File: src/rtl/mips_stage_sequencer_pkg.sv
// mips_stage_sequencer_pkg: stage and sequencer FSM encodings shared by the MIPS core.
package mips_stage_sequencer_pkg;
  localparam int STG_FETCH  = 0;
  localparam int STG_DECODE = 1;
  localparam int STG_ALU    = 2;
  localparam int STG_MEM    = 3;
  localparam int STG_WB     = 4;
  typedef enum logic [1:0] {
    SEQ_IDLE   = 2'd0,
    SEQ_RUN    = 2'd1,
    SEQ_HALTED = 2'd2
  } seq_state_t;
endpackage

File: src/rtl/mips_stage_sequencer_if.sv
// mips_stage_sequencer_if: control inputs and stage/pc status outputs of the sequencer.
interface mips_stage_sequencer_if #(
  parameter int PC_W       = 4,
  parameter int NUM_STAGES = 5,
  parameter int STAGE_W    = 3,
  parameter int CNT_W      = 16
);
  logic                  stall;
  logic                  branch;
  logic [31:0]           branch_value;
  logic                  end_program;
  logic [PC_W-1:0]       pc;
  logic [STAGE_W-1:0]    stage;
  logic [NUM_STAGES-1:0] stage_en;
  logic                  halted;
  logic [CNT_W-1:0]      retired;
  modport master (output stall, branch, branch_value, end_program,
                  input  pc, stage, stage_en, halted, retired);
  modport slave  (input  stall, branch, branch_value, end_program,
                  output pc, stage, stage_en, halted, retired);
endinterface

File: src/rtl/mips_pc_next.sv
// mips_pc_next: next instruction address, sequential or branch-relative, wrapped modulo IMEM_DEPTH.
module mips_pc_next #(
  parameter int PC_W       = 4,
  parameter int IMEM_DEPTH = 9
) (
  input  logic [PC_W-1:0] pc,
  input  logic            branch,
  input  logic [31:0]     branch_value,
  output logic [PC_W-1:0] pc_next
);
  localparam logic signed [32:0] DEPTH = 33'(IMEM_DEPTH);
  logic signed [32:0] sum, rem, res;
  assign sum = $signed({{(33-PC_W){1'b0}}, pc}) + 33'sd1
             + (branch ? $signed({branch_value[31], branch_value}) : 33'sd0);
  // signed % keeps the dividend's sign, so fold negatives back into range
  assign rem = sum % DEPTH;
  assign res = (rem < 0) ? rem + DEPTH : rem;
  assign pc_next = PC_W'(res);
endmodule

File: src/rtl/mips_stage_sequencer.sv
// mips_stage_sequencer: multicycle stage/PC sequencer with stall, halt FSM and retired counter.
module mips_stage_sequencer
  import mips_stage_sequencer_pkg::*;
#(
  parameter int PC_W       = 4,
  parameter int IMEM_DEPTH = 9,
  parameter int NUM_STAGES = 5,
  parameter int STAGE_W    = 3,
  parameter int START_PC   = 8,
  parameter int CNT_W      = 16
) (
  input logic                   clock,
  input logic                   reset,
  mips_stage_sequencer_if.slave bus
);
  seq_state_t         state_q, state_n;
  logic [STAGE_W-1:0] stage_q, stage_n;
  logic [PC_W-1:0]    pc_q, pc_n, pc_adv;
  logic [CNT_W-1:0]   ret_q, ret_n;
  logic               last;

  mips_pc_next #(.PC_W(PC_W), .IMEM_DEPTH(IMEM_DEPTH)) u_pc_next (
    .pc(pc_q), .branch(bus.branch), .branch_value(bus.branch_value), .pc_next(pc_adv)
  );

  assign last = stage_q == STAGE_W'(NUM_STAGES-1);

  always_ff @(negedge clock or negedge reset)
    if (!reset) begin
      state_q <= SEQ_IDLE;
      stage_q <= STAGE_W'(NUM_STAGES-1);
      pc_q    <= PC_W'(START_PC);
      ret_q   <= '0;
    end else begin
      state_q <= state_n;
      stage_q <= stage_n;
      pc_q    <= pc_n;
      ret_q   <= ret_n;
    end

  always_comb begin
    state_n = state_q;
    stage_n = stage_q;
    pc_n    = pc_q;
    ret_n   = ret_q;
    if (state_q == SEQ_IDLE) begin
      state_n = SEQ_RUN;
      stage_n = STAGE_W'(STG_FETCH);
    end else if (state_q == SEQ_RUN) begin
      if (bus.end_program) state_n = SEQ_HALTED;
      else if (!bus.stall) begin
        stage_n = last ? STAGE_W'(STG_FETCH) : stage_q + STAGE_W'(1);
        pc_n    = last ? pc_adv : pc_q;
        ret_n   = (last && !(&ret_q)) ? ret_q + CNT_W'(1) : ret_q;
      end
    end
  end

  assign bus.pc       = pc_q;
  assign bus.stage    = stage_q;
  assign bus.stage_en = (state_q == SEQ_RUN) ? NUM_STAGES'(1) << stage_q : '0;
  assign bus.halted   = state_q == SEQ_HALTED;
  assign bus.retired  = ret_q;
endmodule

File: src/flat_wrapper.sv
// flat-port wrapper written by rule: the top's interface ports become plain ports
module mips_stage_sequencer_flat import mips_stage_sequencer_pkg::*;
#(
  parameter int PC_W       = 4,
  parameter int IMEM_DEPTH = 9,
  parameter int NUM_STAGES = 5,
  parameter int STAGE_W    = 3,
  parameter int START_PC   = 8,
  parameter int CNT_W      = 16
)
  (clock, reset, bus_stall, bus_branch, bus_branch_value, bus_end_program, bus_pc, bus_stage, bus_stage_en, bus_halted, bus_retired);
  mips_stage_sequencer_if #(.PC_W(PC_W), .NUM_STAGES(NUM_STAGES), .STAGE_W(STAGE_W), .CNT_W(CNT_W)) bus_i ();
  input logic clock;
  input logic reset;
  input wire logic [$bits(bus_i.stall)-1:0] bus_stall;
  input wire logic [$bits(bus_i.branch)-1:0] bus_branch;
  input wire logic [$bits(bus_i.branch_value)-1:0] bus_branch_value;
  input wire logic [$bits(bus_i.end_program)-1:0] bus_end_program;
  output wire logic [$bits(bus_i.pc)-1:0] bus_pc;
  output wire logic [$bits(bus_i.stage)-1:0] bus_stage;
  output wire logic [$bits(bus_i.stage_en)-1:0] bus_stage_en;
  output wire logic [$bits(bus_i.halted)-1:0] bus_halted;
  output wire logic [$bits(bus_i.retired)-1:0] bus_retired;
  assign bus_i.stall = bus_stall;
  assign bus_i.branch = bus_branch;
  assign bus_i.branch_value = bus_branch_value;
  assign bus_i.end_program = bus_end_program;
  assign bus_pc = bus_i.pc;
  assign bus_stage = bus_i.stage;
  assign bus_stage_en = bus_i.stage_en;
  assign bus_halted = bus_i.halted;
  assign bus_retired = bus_i.retired;
  mips_stage_sequencer #(.PC_W(PC_W), .IMEM_DEPTH(IMEM_DEPTH), .NUM_STAGES(NUM_STAGES), .STAGE_W(STAGE_W), .START_PC(START_PC), .CNT_W(CNT_W)) u_core (.clock(clock), .reset(reset), .bus(bus_i));
endmodule
File: config.mk
export PLATFORM = sky130hd
export DESIGN_NAME = mips_stage_sequencer_flat
export DESIGN_NICKNAME = d
export VERILOG_FILES = /design/src/rtl/mips_stage_sequencer_pkg.sv /design/src/rtl/mips_stage_sequencer_if.sv /design/src/rtl/mips_pc_next.sv /design/src/rtl/mips_stage_sequencer.sv /design/src/flat_wrapper.sv
export SDC_FILE = /design/constraint.sdc
export NUM_CORES = 1
export LEC_CHECK = 0
export CAP_MARGIN = 20
export CORE_MARGIN = 1.5
export CORE_UTILIZATION = 45
export CTS_BUF_LIST = sky130_fd_sc_hd__clkbuf_4 sky130_fd_sc_hd__clkbuf_8
export DETAILED_ROUTE_END_ITERATION = 10
export GPL_ROUTABILITY_DRIVEN = 0
export PLACE_DENSITY = 0.77
export SLEW_MARGIN = 40
export SYNTH_ARGS = -nofsm -noshare
export SYNTH_HDL_FRONTEND = slang
export SYNTH_HIERARCHICAL = 1
export SYNTH_SLANG_ARGS = --single-unit
File: constraint.sdc
create_clock -name clock -period 15.35 [get_ports clock]
set_clock_uncertainty 0.15 [all_clocks]
set_input_delay 3.07 -clock clock [delete_from_list [all_inputs] [get_ports clock]]
set_output_delay 3.07 -clock clock [all_outputs]
set_load 0.05 [all_outputs]
==> results of run 1 <==
-- metrics by stage --
stage	util	std cells	instance area (µm²)	hold slack (ns)
after floorplan	-	1133	8840	0.354
after global placement	0.717	1856	13000	0.291
after detailed placement	0.716	1856	13000	0.308
after CTS	0.798	1922	14500	0.319
-- cells by family after synthesis --
logic type,Yosys count,share of synthesized area
multiplexers,37,0.0492
AND/OR/NAND/NOR,491,0.321
AO/OA/AOI/OAI,403,0.376
flip-flops,25,0.0746
buffers and inverters,54,0.0357
XOR/XNOR,102,0.112
adder cells (fa/ha/maj),21,0.0318
-- routing by layer --
layer  overflow  GRT usage
met1          0      0.729
met2          9      0.903
met3          0      0.634
met4          6      0.731
met5          0      0.328
-- what timing repair did --
action                                  CTS
endpoints found under the setup margin    4
setup buffers                            61
pin swaps                               121
cloned                                    2
gates resized for setup                 174
==> impl_metrics.tcl, run 1 <==
set metrics [dict create \
    synth-edff-count 0 \
    initial_core_util 0.464 \
    cts_hold_buf 0 \
    yosysSeqAreaShare 0.0746 \
    ios 66 \
    htreeDepth 1 \
    synth_top_area_cell "dfrtn_1" \
    synthArstFlopShare 1.00 \
    yosys_most_used_dff "dfrtn_1" \
    synth_top_cells_by_count "nand2_1, nor2_1, xnor2_1" \
    grt_usage 0.746 \
    yosys_register_bits 25 \
    dieWidth_um 140 \
    synth_area_leaders "dfrtn_1, xnor2_1, nand2_1" \
    haltStage "global routing" \
    synth_area_per_cell_um2 7.43 \
    clkSinkCount 25 \
    clock_path_buffers 2 \
    cts_buffers 3 \
    error_line "[ERROR GRT-0232] Routing congestion too high. Check the congestion heatmap in the GUI." \
    yosysWarnings 6 \
    grt_antenna_before_repair 7 \
    synth_fp_nets 1190 \
    synthCells 1133 \
    yosysTopAreaCellShare 0.0684 \
    dp_hpwl_um 25100 \
    io_buffers 65 \
    synth_area_mm2 0.00841 \
    root_buffer "clkbuf_8" \
    dp_worst_setup_slack_ns -12.20 \
    synth_cell_types 139 \
    worstEndpointGrtRepair "u_core/bus.pc[2]$_DFFE_NN0P_/D" \
    die_h_um 140 \
    fp-row-count 49 \
    grt-ovfl-total 15 \
    grt_max_degree 43 \
    worst-ep-kind "register input" \
    outcome "stopped before the end" \
    yosysMostFrequentCell "nand2_1" \
]
==> run 2, diff against run 1 <==
- CORE_UTILIZATION: 45 -> 30
- CTS_BUF_LIST: sky130_fd_sc_hd__clkbuf_4 sky130_fd_sc_hd__clkbuf_8 -> default
- PLACE_DENSITY: 0.77 -> default
- PLACE_DENSITY_LB_ADDON: default -> 0.15
- clock period: 15.35 -> 20 ns (I/O delays scaled with it)
==> impl_metrics.tcl, run 2 <==
set metrics [dict create \
    worst_slew_pin_slew_ns 0.607 \
    cpMaxStageDelayCell "or4b_4" \
    grt-ovfl-total 0 \
    grt_pass1_wl_um 53400 \
    end_kind "flop" \
    hold_depth 1 \
    layout_commonest_cell "buf_4" \
    diodes 0 \
    synth_cell_types 139 \
    dp_hpwl_um 25100 \
    grt_busiest_layer "met2" \
    drt_iter0_markers 575 \
    dieWidth_um 170 \
    synth_area_leaders "dfrtn_1, xnor2_1, nand2_1" \
    grt_pass1_vias 11100 \
    synth_area_per_cell_um2 7.43 \
    hold_start "u_core/bus.retired[11]" \
    clock_path_buffers 2 \
    synthArstFlopShare 1.00 \
    synth_fp_nets 1190 \
    hold_ws_ns 0.315 \
    root_buffer "clkbuf_16" \
    synth-edff-count 0 \
    yosysTopAreaCellShare 0.0684 \
    final-seq-area_um2 628 \
    clk_pin_slew_worst_paths_ns 0.05 \
    slew_headroom 0.594 \
    yosys_most_used_dff "dfrtn_1" \
    cap_violations 0 \
    viasPerCell 5.42 \
    yosysSeqAreaShare 0.0746 \
    grt_max_degree 43 \
    grt.met2_usage 0.389 \
    grt_use_met1 0.292 \
    synth_area_mm2 0.00841 \
    grt_usage 0.219 \
    instances_no_fill 2107 \
    synthCells 1133 \
    setup_viol 4 \
    dp_cells 2014 \
    first_pass_iters 5 \
    drv_slew 0 \
    whs_endpoint "u_core/bus.retired[11]" \
    area_delta_synth_final_pct 82.2 \
    cts_buffers 3 \
    largest_reg_flops 16 \
    violations "negative setup slack" \
    wl_per_cell_um 15.9 \
    synth_top_cells_by_count "nand2_1, nor2_1, xnor2_1" \
    rsz0062_at_grt "yes" \
    clkSinkCount 25 \
    cts_tree "yes" \
    reg2regPathDepth 74 \
    layout.nets 1787 \
    ant_nets 0 \
    grt_antenna_before_repair 0 \
    cp.arrival_ns 20.00 \
    critPathMaxFanout 8 \
    r2r_start "u_core/bus.pc[0]" \
    synth_top_area_cell "dfrtn_1" \
    drive_above_1_share 0.507 \
    hp-class "reg -> reg" \
    mostFrequentLayoutCells "buf_4, nand2_1, nor2_1, clkdlybuf4s50_1, xnor2_1" \
    hold_viol 0 \
    cp-start-kind "input port" \
    r2r_slack_ns 3.07 \
    io_buffers 65 \
    yosysMostFrequentCell "nand2_1" \
    dp_worst_setup_slack_ns -11.02 \
    core_area_mm2 0.0277 \
    post-route-drc-count 0 \
    crit_top_cell "buf_4" \
    vias 11400 \
    critical_path_class "in -> reg" \
    fill_cells 2534 \
    multi_input_area_mm2 0.00912 \
    yosysWarnings 6 \
    max_stage_delay_ns 0.56 \
    htreeDepth 1 \
    dieArea_mm2 0.0291 \
    grtUsageMet3 0.0167 \
    ios 66 \
    regToRegEndpoint "u_core/bus.pc[2]" \
    die_h_um 170 \
    insertion_delay_ns 0.34 \
    fp-row-count 61 \
    outcome "complete, but fails checks" \
    cp.required_ns 9.99 \
    layout_setup_ws_ns -10.01 \
    yosys_register_bits 25 \
    wl_um 33600 \
    initial_core_util 0.304 \
]
## run 2: cell counts after synthesis
Identical to the previous run, type by type.
## run 2: cell type report
cell class,instances,area share
clock buffers,4,0.00514
multi-input cells,1054,0.595
repair buffers,619,0.321
well taps,378,0.0309
clock inverters,2,0.000490
inverters,25,0.00637
flip-flops and latches,25,0.0410
## run 2: cells by family after synthesis
kind of cell / Yosys count / synth area share
AND/OR/NAND/NOR: 491 / 0.321
AO/OA/AOI/OAI: 403 / 0.376
XOR/XNOR: 102 / 0.112
buffers and inverters: 54 / 0.0357
multiplexers: 37 / 0.0492
flip-flops: 25 / 0.0746
adder cells (fa/ha/maj): 21 / 0.0318
## run 2: how the worst max path moves through the flow
stage / cells after the start / start / end / slack (ns)
5_1_grt: 78 / bus_branch_value[6] / u_core/bus.pc[1] / -10.66
3_3_place_gp: 75 / bus_branch_value[0] / u_core/bus.pc[3] / -11.03
6_report: 74 / bus_branch_value[0] / u_core/bus.pc[2] / -10.01
2_1_floorplan: 74 / bus_branch / u_core/bus.pc[2] / -10.24
3_5_place_dp: 73 / bus_branch_value[0] / u_core/bus.pc[3] / -11.02
4_1_cts: 71 / bus_branch_value[3] / u_core/bus.pc[2] / -9.68
## run 2: critical path: cells and delay by family
family                     cells  cell delay [ns]
muxes                          4             0.70
xor gates and xnor gates       5             0.89
buffers and inverters          9             1.28
adders and majority gates      3             0.79
and+or+nand+nor               24             6.74
AOI/OAI and AO/OA             29             5.55
## run 2: metal layers
layer / vias to the layer above / wire length [µm]
li1: 5673 / -
met1: 5484 / 15600
met2: 241 / 16500
met3: 32 / 1140
met4: 0 / 343
met5: - / 0
## run 2: repair_timing
item	CTS	global route
buffers inserted	50	41
gates resized for setup	140	129
hold buffers	0	0
pin swaps	101	102
endpoints found under the setup margin	4	4
## run 2: stage by stage
step                TNS, ns  area, µm²   util
global placement     -44.02      13200  0.478
detailed placement   -43.94      13200  0.478
floorplan            -40.39       8840      -
global route         -42.29      15300  0.553
finish               -39.77      15300  0.553
CTS                  -38.52      14400  0.519
Power of run 2 is left out: the tool's default activity adds up to more than one toggle a clock period on the data nets, which glitch-free logic cannot reach.
